**src/rtl/vga_timing_gen_pkg.sv**
```systemverilog
// Shared VGA timing constants, the line/frame total helper and the sync bundle type.
// Constants only; no clocked logic lives here.
package vga_timing_pkg;

  localparam int VGA640_H_ACTIVE = 640;
  localparam int VGA640_H_FP     = 16;
  localparam int VGA640_H_SYNC   = 96;
  localparam int VGA640_H_BP     = 48;
  localparam int VGA640_V_ACTIVE = 480;
  localparam int VGA640_V_FP     = 10;
  localparam int VGA640_V_SYNC   = 2;
  localparam int VGA640_V_BP     = 33;

  localparam int SVGA800_H_ACTIVE = 800;
  localparam int SVGA800_H_FP     = 40;
  localparam int SVGA800_H_SYNC   = 128;
  localparam int SVGA800_H_BP     = 88;
  localparam int SVGA800_V_ACTIVE = 600;
  localparam int SVGA800_V_FP     = 1;
  localparam int SVGA800_V_SYNC   = 4;
  localparam int SVGA800_V_BP     = 23;

  function automatic int total(input int active, input int fp, input int sync, input int bp);
    return active + fp + sync + bp;
  endfunction

  // Raw (polarity-free) asserted levels; polarity is applied after the delay line.
  typedef struct packed {
    logic hs;
    logic vs;
    logic de;
  } sync_bundle_t;

endpackage

```
**src/rtl/vga_timing_gen_if.sv**
```systemverilog
// Raster timing bus: pixel-generator side drives en/sync_clr, timing generator drives the rest.
// Plain wires; no handshake, en stalls the whole raster.
interface vga_timing_gen_if #(
  parameter int CNT_W = 10
);
  logic             en;
  logic             sync_clr;
  logic [CNT_W-1:0] x;
  logic [CNT_W-1:0] y;
  logic             active;
  logic             line_start;
  logic             frame_start;
  logic             hsync;
  logic             vsync;
  logic             de;

  modport master (
    input  en, sync_clr,
    output x, y, active, line_start, frame_start, hsync, vsync, de
  );

  modport slave (
    output en, sync_clr,
    input  x, y, active, line_start, frame_start, hsync, vsync, de
  );
endinterface

```
**src/rtl/vga_timing_gen_delay_line.sv**
```systemverilog
// DEPTH-stage enable-gated shift register with async reset and sync clear to RST_VAL.
// Latency DEPTH enabled cycles; DEPTH=0 is a pure passthrough.
module vga_delay_line
  import vga_timing_pkg::*;
#(
  parameter int  DEPTH   = 2,
  parameter type T       = sync_bundle_t,
  parameter T    RST_VAL = '0
) (
  input  logic pixel_clk,
  input  logic reset,
  input  logic en,
  input  logic clr,
  input  T     d,
  output T     q
);

  generate
    if (DEPTH == 0) begin : g_pass
      logic unused_ok;
      assign unused_ok = ^{pixel_clk, reset, en, clr};
      assign q = d;
    end else begin : g_pipe
      T stage [DEPTH];

      always_ff @(posedge pixel_clk or posedge reset) begin
        if (reset) begin
          for (int i = 0; i < DEPTH; i++) stage[i] <= RST_VAL;
        end else if (clr) begin
          for (int i = 0; i < DEPTH; i++) stage[i] <= RST_VAL;
        end else if (en) begin
          stage[0] <= d;
          for (int i = 1; i < DEPTH; i++) stage[i] <= stage[i-1];
        end
      end

      assign q = stage[DEPTH-1];
    end
  endgenerate

endmodule

```
**src/rtl/vga_timing_gen.sv**
```systemverilog
// VGA raster counters with undelayed x/y/markers and sync/de delayed PIPE_DLY enabled cycles.
// en stalls counters and delay line together; sync_clr restarts the raster at (0,0).
module vga_timing_gen
  import vga_timing_pkg::*;
#(
  parameter int H_ACTIVE = VGA640_H_ACTIVE,
  parameter int H_FP     = VGA640_H_FP,
  parameter int H_SYNC   = VGA640_H_SYNC,
  parameter int H_BP     = VGA640_H_BP,
  parameter int V_ACTIVE = VGA640_V_ACTIVE,
  parameter int V_FP     = VGA640_V_FP,
  parameter int V_SYNC   = VGA640_V_SYNC,
  parameter int V_BP     = VGA640_V_BP,
  parameter int HS_POL   = 0,
  parameter int VS_POL   = 0,
  parameter int CNT_W    = 10,
  parameter int PIPE_DLY = 2
) (
  input  logic              pixel_clk,
  input  logic              reset,
  vga_timing_gen_if.master  vga
);

  localparam int H_TOTAL = total(H_ACTIVE, H_FP, H_SYNC, H_BP);
  localparam int V_TOTAL = total(V_ACTIVE, V_FP, V_SYNC, V_BP);

  // Inclusive bounds keep every constant below 2^CNT_W even when TOTAL == 2^CNT_W.
  localparam logic [CNT_W-1:0] H_LAST   = CNT_W'(H_TOTAL - 1);
  localparam logic [CNT_W-1:0] V_LAST   = CNT_W'(V_TOTAL - 1);
  localparam logic [CNT_W-1:0] H_ACT    = CNT_W'(H_ACTIVE);
  localparam logic [CNT_W-1:0] V_ACT    = CNT_W'(V_ACTIVE);
  localparam logic [CNT_W-1:0] HS_FIRST = CNT_W'(H_ACTIVE + H_FP);
  localparam logic [CNT_W-1:0] HS_LAST  = CNT_W'(H_ACTIVE + H_FP + H_SYNC - 1);
  localparam logic [CNT_W-1:0] VS_FIRST = CNT_W'(V_ACTIVE + V_FP);
  localparam logic [CNT_W-1:0] VS_LAST  = CNT_W'(V_ACTIVE + V_FP + V_SYNC - 1);
  localparam sync_bundle_t     SYNC_IDLE = '0;

  logic [CNT_W-1:0] x_q;
  logic [CNT_W-1:0] y_q;
  logic             active_w;
  sync_bundle_t     raw;
  sync_bundle_t     dly;

  always_ff @(posedge pixel_clk or posedge reset) begin
    if (reset) begin
      x_q <= '0;
      y_q <= '0;
    end else if (vga.sync_clr) begin
      x_q <= '0;
      y_q <= '0;
    end else if (vga.en) begin
      if (x_q == H_LAST) begin
        x_q <= '0;
        y_q <= (y_q == V_LAST) ? '0 : y_q + 1'b1;
      end else begin
        x_q <= x_q + 1'b1;
      end
    end
  end

  assign active_w = (x_q < H_ACT) && (y_q < V_ACT);
  assign raw.hs   = (x_q >= HS_FIRST) && (x_q <= HS_LAST);
  assign raw.vs   = (y_q >= VS_FIRST) && (y_q <= VS_LAST);
  assign raw.de   = active_w;

  vga_delay_line #(
    .DEPTH   (PIPE_DLY),
    .T       (sync_bundle_t),
    .RST_VAL (SYNC_IDLE)
  ) u_delay_line (
    .pixel_clk (pixel_clk),
    .reset     (reset),
    .en        (vga.en),
    .clr       (vga.sync_clr),
    .d         (raw),
    .q         (dly)
  );

  assign vga.x           = x_q;
  assign vga.y           = y_q;
  assign vga.active      = active_w;
  assign vga.line_start  = (x_q == '0);
  assign vga.frame_start = (x_q == '0) && (y_q == '0);
  assign vga.hsync       = (HS_POL != 0) ? dly.hs : ~dly.hs;
  assign vga.vsync       = (VS_POL != 0) ? dly.vs : ~dly.vs;
  assign vga.de          = dly.de;

endmodule

```
**src/flat_wrapper.sv**
```systemverilog
// flat-port wrapper written by rule: the top's interface ports become plain ports
module vga_timing_gen_flat import vga_timing_pkg::*;
#(
  parameter int H_ACTIVE = VGA640_H_ACTIVE,
  parameter int H_FP     = VGA640_H_FP,
  parameter int H_SYNC   = VGA640_H_SYNC,
  parameter int H_BP     = VGA640_H_BP,
  parameter int V_ACTIVE = VGA640_V_ACTIVE,
  parameter int V_FP     = VGA640_V_FP,
  parameter int V_SYNC   = VGA640_V_SYNC,
  parameter int V_BP     = VGA640_V_BP,
  parameter int HS_POL   = 0,
  parameter int VS_POL   = 0,
  parameter int CNT_W    = 10,
  parameter int PIPE_DLY = 2
)
  (pixel_clk, reset, vga_en, vga_sync_clr, vga_x, vga_y, vga_active, vga_line_start, vga_frame_start, vga_hsync, vga_vsync, vga_de);
  vga_timing_gen_if #(.CNT_W(CNT_W)) vga_i ();
  input  logic pixel_clk;
  input  logic reset;
  input wire logic [$bits(vga_i.en)-1:0] vga_en;
  input wire logic [$bits(vga_i.sync_clr)-1:0] vga_sync_clr;
  output wire logic [$bits(vga_i.x)-1:0] vga_x;
  output wire logic [$bits(vga_i.y)-1:0] vga_y;
  output wire logic [$bits(vga_i.active)-1:0] vga_active;
  output wire logic [$bits(vga_i.line_start)-1:0] vga_line_start;
  output wire logic [$bits(vga_i.frame_start)-1:0] vga_frame_start;
  output wire logic [$bits(vga_i.hsync)-1:0] vga_hsync;
  output wire logic [$bits(vga_i.vsync)-1:0] vga_vsync;
  output wire logic [$bits(vga_i.de)-1:0] vga_de;
  assign vga_i.en = vga_en;
  assign vga_i.sync_clr = vga_sync_clr;
  assign vga_x = vga_i.x;
  assign vga_y = vga_i.y;
  assign vga_active = vga_i.active;
  assign vga_line_start = vga_i.line_start;
  assign vga_frame_start = vga_i.frame_start;
  assign vga_hsync = vga_i.hsync;
  assign vga_vsync = vga_i.vsync;
  assign vga_de = vga_i.de;
  vga_timing_gen #(.H_ACTIVE(H_ACTIVE), .H_FP(H_FP), .H_SYNC(H_SYNC), .H_BP(H_BP), .V_ACTIVE(V_ACTIVE), .V_FP(V_FP), .V_SYNC(V_SYNC), .V_BP(V_BP), .HS_POL(HS_POL), .VS_POL(VS_POL), .CNT_W(CNT_W), .PIPE_DLY(PIPE_DLY)) u_core (.pixel_clk(pixel_clk), .reset(reset), .vga(vga_i));
endmodule
```
**config.mk**
```make
export PLATFORM = sky130hd
export DESIGN_NAME = vga_timing_gen_flat
export DESIGN_NICKNAME = d
export VERILOG_FILES = /design/src/rtl/vga_timing_gen_pkg.sv /design/src/rtl/vga_timing_gen_if.sv /design/src/rtl/vga_timing_gen_delay_line.sv /design/src/rtl/vga_timing_gen.sv /design/src/flat_wrapper.sv
export SDC_FILE = /design/constraint.sdc
export NUM_CORES = 1
export LEC_CHECK = 0
export ABC_CLOCK_PERIOD_IN_PS = 2430
export CORE_ASPECT_RATIO = 2
export CORE_UTILIZATION = 35
export DETAILED_ROUTE_END_ITERATION = 16
export DONT_BUFFER_PORTS = 1
export GPL_ROUTABILITY_DRIVEN = 1
export GPL_TIMING_DRIVEN = 0
export HOLD_SLACK_MARGIN = 0.05
export SLEW_MARGIN = 20
export SYNTH_ARGS = -nofsm -noshare
export SYNTH_HDL_FRONTEND = slang
export SYNTH_SLANG_ARGS = --single-unit
```
**constraint.sdc**
```tcl
create_clock -name pixel_clk -period 2.43 [get_ports pixel_clk]
set_clock_uncertainty 0.2 [all_clocks]
set_input_delay 0.1215 -clock pixel_clk [delete_from_list [all_inputs] [get_ports pixel_clk]]
set_output_delay 0.1215 -clock pixel_clk [all_outputs]
set_load 0.02 [all_outputs]
```
==> metrics list <==
- Counting tap cells, the placed design contains a total of between 200 and 250 instances.
* Crit Path Category: reg -> reg
* CTS Buf Count: 3
* Initial antenna violation count: 0
- R2r worst-path depth: 5
* Layout-stage area growth over the synthesis result: 9.98%
* Avg Inst Size Synth: 9.72 sq um
- Reg-to-reg critical path startpoint: u_core.vga.x[5]
- From bottom edge to top edge, the die measures 95.1 um.
- Number of nets in the finished design: 173
- For this run, the number of Yosys warnings is 0.
* Clock input transition at the sequential cells of the worst setup and hold paths: approximately 0.090 ns
- Max cap viols: 0
- After synthesis, flip-flops and latches occupy roughly 43% of the total area.
* Final number of setup-violating endpoints: 0
* Antenna diode count: 0
- Synth Net Count: 165
- Number of library cell types mapped by synthesis: 44
- Most frequent cells after synthesis: sky130_fd_sc_hd__dfrtp_1 (26), sky130_fd_sc_hd__nor2_1 (16), sky130_fd_sc_hd__inv_1 (9), sky130_fd_sc_hd__nand2_1 (8), sky130_fd_sc_hd__nand3_1 (8)
* Via count of the first global-routing pass: about 1300
- STA classifies the critical path endpoint as a flip-flop.
* Critical-path maximum fanout: 10
- Register bit count reported by yosys: 26
- Final max-slew violation count: 0
* Io pins: 30
- The worst register-to-register path ends at u_core.vga.y[6].
- Max Fclk: about 430 MHz
- Die Width: 48.5 um
- Area of the die: between 4000 and 5000 sq um
- Clock net sink count: 26
* Root Driver: sky130_fd_sc_hd__clkbuf_8
- TritonCTS built the clock tree.
* Share of the synthesized area in the top cell type: a little over two fifths
* # Post-CTS Setup Buffers: 0
- Worst hold endpoint: u_core.vga.x[2]
- Final period util: roughly 96%
* Number of cells traversed by the worst hold path: 2
* Maximum number of pins on one net before global-route repair: 27
* Routed length per instance: 16.7 um
* Drt first-iter violations: 38
- Clk_lat worst skew: approximately 0.26 ns
- The most used flip-flop cell after synthesis is sky130_fd_sc_hd__dfrtp_1.
* Total overflow reported by the global router: 0
* Startpoint kind of the worst setup timing path: flip-flop
- The final number of hold-violating endpoints is 0.
* Leading cell type by number of instances after synthesis: sky130_fd_sc_hd__dfrtp_1
* Via density per instance: between 5 and 6
* Class of the tightest hold or removal check: in -> reg
* Total via count after detailed routing: roughly 1200
* Wire length after detailed routing: 3.58 mm
- Drt drc: 0
- Required time of the critical path: between 2 and 2.5 ns
* Worst slew margin: about a third
- Combined area of all synthesized cells: ~1500 sq um
* Async SR Flop Fraction: 100%
- Detailed placement finished with a half-perimeter wire length of about 2.5 mm.
- Final critical path time including I/O delays and setup: ~2.3 ns
- In this run the standard cell core region covers a little over 4000 sq um.
* Total Neg Setup Slack: 0 ns
* Htree depth: 1
- After the flow finishes, the layout carries non-filler instances totaling about 210.
* Maximum vdd ir drop: around 0.27 mV
- The congestion estimate from routability-driven global placement came to 0.856.
* Worst-margin pin slew: roughly 0.97 ns
- DRT antenna net count: 0
- Summed over all instances, the cell type with the most area after synthesis is sky130_fd_sc_hd__dfrtp_1.
* Global-route wire length before repair: 6.10 mm
- The cell count after synthesis came out at 156.
* Number of port buffers: 0
* CTS Buffer Depth: 2
- For flop-to-flop paths, the worst setup slack is 0.09 ns.
- Total number of placement rows: 33
- Critical path data arrival time: approximately 2.3 ns
* Setup repair after global routing missed its margin: no
* Result of the run: complete, no violations
- The first detailed-routing pass ran for 4 iterations.
* Leak pwr: about 0.70 nW
- The startpoint identified for the worst hold timing path is vga_sync_clr.
- After synthesis, the cell types taking the most area are sky130_fd_sc_hd__dfrtp_1 (43%), sky130_fd_sc_hd__ha_1 (4.1%), sky130_fd_sc_hd__nor2_1 (4.0%).
- Effective utilization at floorplan: 36.7%
* Total GRT Usage: 16.9%
- Yosys mapped a number of flops with a built-in enable equal to 0.
- PwrDens: 539 nW/um^2
- Of the cells placed in the final design, the portion with a size suffix greater than 1 is 11.1%.
## placed cells by master, fill, tap and decap left out, types with 3 or more instances in the layout
cell type	count
sky130_fd_sc_hd__o211ai_1	5
sky130_fd_sc_hd__mux2i_1	4
sky130_fd_sc_hd__a221o_1	3
sky130_fd_sc_hd__dfrtp_2	4
sky130_fd_sc_hd__nor2_1	16
sky130_fd_sc_hd__clkbuf_1	5
sky130_fd_sc_hd__xnor2_1	3
sky130_fd_sc_hd__nand4_1	5
sky130_fd_sc_hd__nand3_1	8
sky130_fd_sc_hd__ha_1	5
sky130_fd_sc_hd__nor3_1	7
sky130_fd_sc_hd__a21oi_1	4
sky130_fd_sc_hd__clkbuf_8	3
sky130_fd_sc_hd__nand2_1	8
sky130_fd_sc_hd__o31ai_2	4
sky130_fd_sc_hd__and3_1	5
sky130_fd_sc_hd__inv_1	8
sky130_fd_sc_hd__xor2_1	4
sky130_fd_sc_hd__dlygate4sd3_1	3
sky130_fd_sc_hd__dfrtp_1	22
## registers in the layout, summed over array words and instances (netlist names)
signal and flops:
u_core.u_delay_line.g_pipe.stage 3, u_core.vga.x 10, u_core.vga.y 10, u_core.u_delay_line.q 3
## repair_timing
| action | 4_1_cts | 5_1_grt |
|---|---|---|
| endpoints found under the setup margin | 0 | 9 |
| gates resized for setup | 0 | 6 |
| hold buffers | 3 | 0 |
| hold endpoints to repair | 35 | 0 |
## routing by layer
metal	wire [um]	vias up	global-route usage, %
met1	1470	600	19.1
met3	166	6	2.71
met5	0	-	0
met2	1870	37	30.8
li1	-	580	-
met4	81	0	8.09
## power breakdown
| group | switching, W | total (W) | internal [W] |
|---|---|---|---|
| Sequential | 0.0000579 | 0.000513 | 0.000455 |
| Combinational | 0.0000919 | 0.000147 | 0.0000549 |
| Clock | 0.000128 | 0.000239 | 0.000111 |
## area by class of cell
class / count / area (sq um)
timing repair buffer: 3 / 30.0
inverter: 10 / 37.5
sequential: 26 / 656
multi-input combinational: 113 / 803
tap: 52 / 65.1
clock buffer: 3 / 41.3
fill: 445 / 2460
buffer: 7 / 35.0
## cells by family (layout without fill, tap and decap cells)
kind of cell / count (synthesis) / count (layout) / synth area share [%]
simple gates: 69 / 69 / 25.6
compound gates: 28 / 28 / 15.9
flops: 26 / 26 / 42.9
mux: 4 / 4 / 2.64
xor+xnor: 7 / 7 / 4.04
fa+ha+maj: 5 / 5 / 4.13
buf+inv: 17 / 23 / 4.78
## per-stage QoR
stage / hold slack (ns) / setup slack (ns) / utilization (%) / total power (W) / cell area, sq um
floorplan: -0.0385 / 0.234 / - / 0.000624 / 1520
global placement: 0.102 / 0.0302 / 38.3 / 0.000657 / 1580
detailed placement: 0.132 / 0.0309 / 38.3 / 0.000664 / 1580
CTS: 0.0515 / 0.00679 / 40.0 / 0.000913 / 1650
global route: 0.0794 / 0.00324 / 40.4 / 0.000944 / 1670
finish: 0.0472 / 0.0928 / 40.4 / 0.000899 / 1670
## worst max path at each step
stage,start,end,slack [ns],cells after the start
floorplan,u_core.vga.x[1],u_core.vga.y[2],0.23,6
global placement,u_core.vga.y[0],u_core.vga.y[2],0.03,6
detailed placement,u_core.vga.y[0],u_core.vga.y[6],0.03,6
CTS,u_core.vga.y[0],u_core.vga.y[6],0.007,6
global route,u_core.vga.y[0],u_core.vga.y[9],0.003,6
finish,u_core.vga.x[5],u_core.vga.y[6],0.09,5
## worst max-delay path, stage by stage, from the launching register on
cell and delay, ns:
sky130_fd_sc_hd__dfrtp_1 0.54, sky130_fd_sc_hd__nand4bb_1 0.28, sky130_fd_sc_hd__or4_4 0.53, sky130_fd_sc_hd__buf_6 0.16
sky130_fd_sc_hd__and2_4 0.17, sky130_fd_sc_hd__a221o_1 0.33
(Power assumes the default switching activity.)
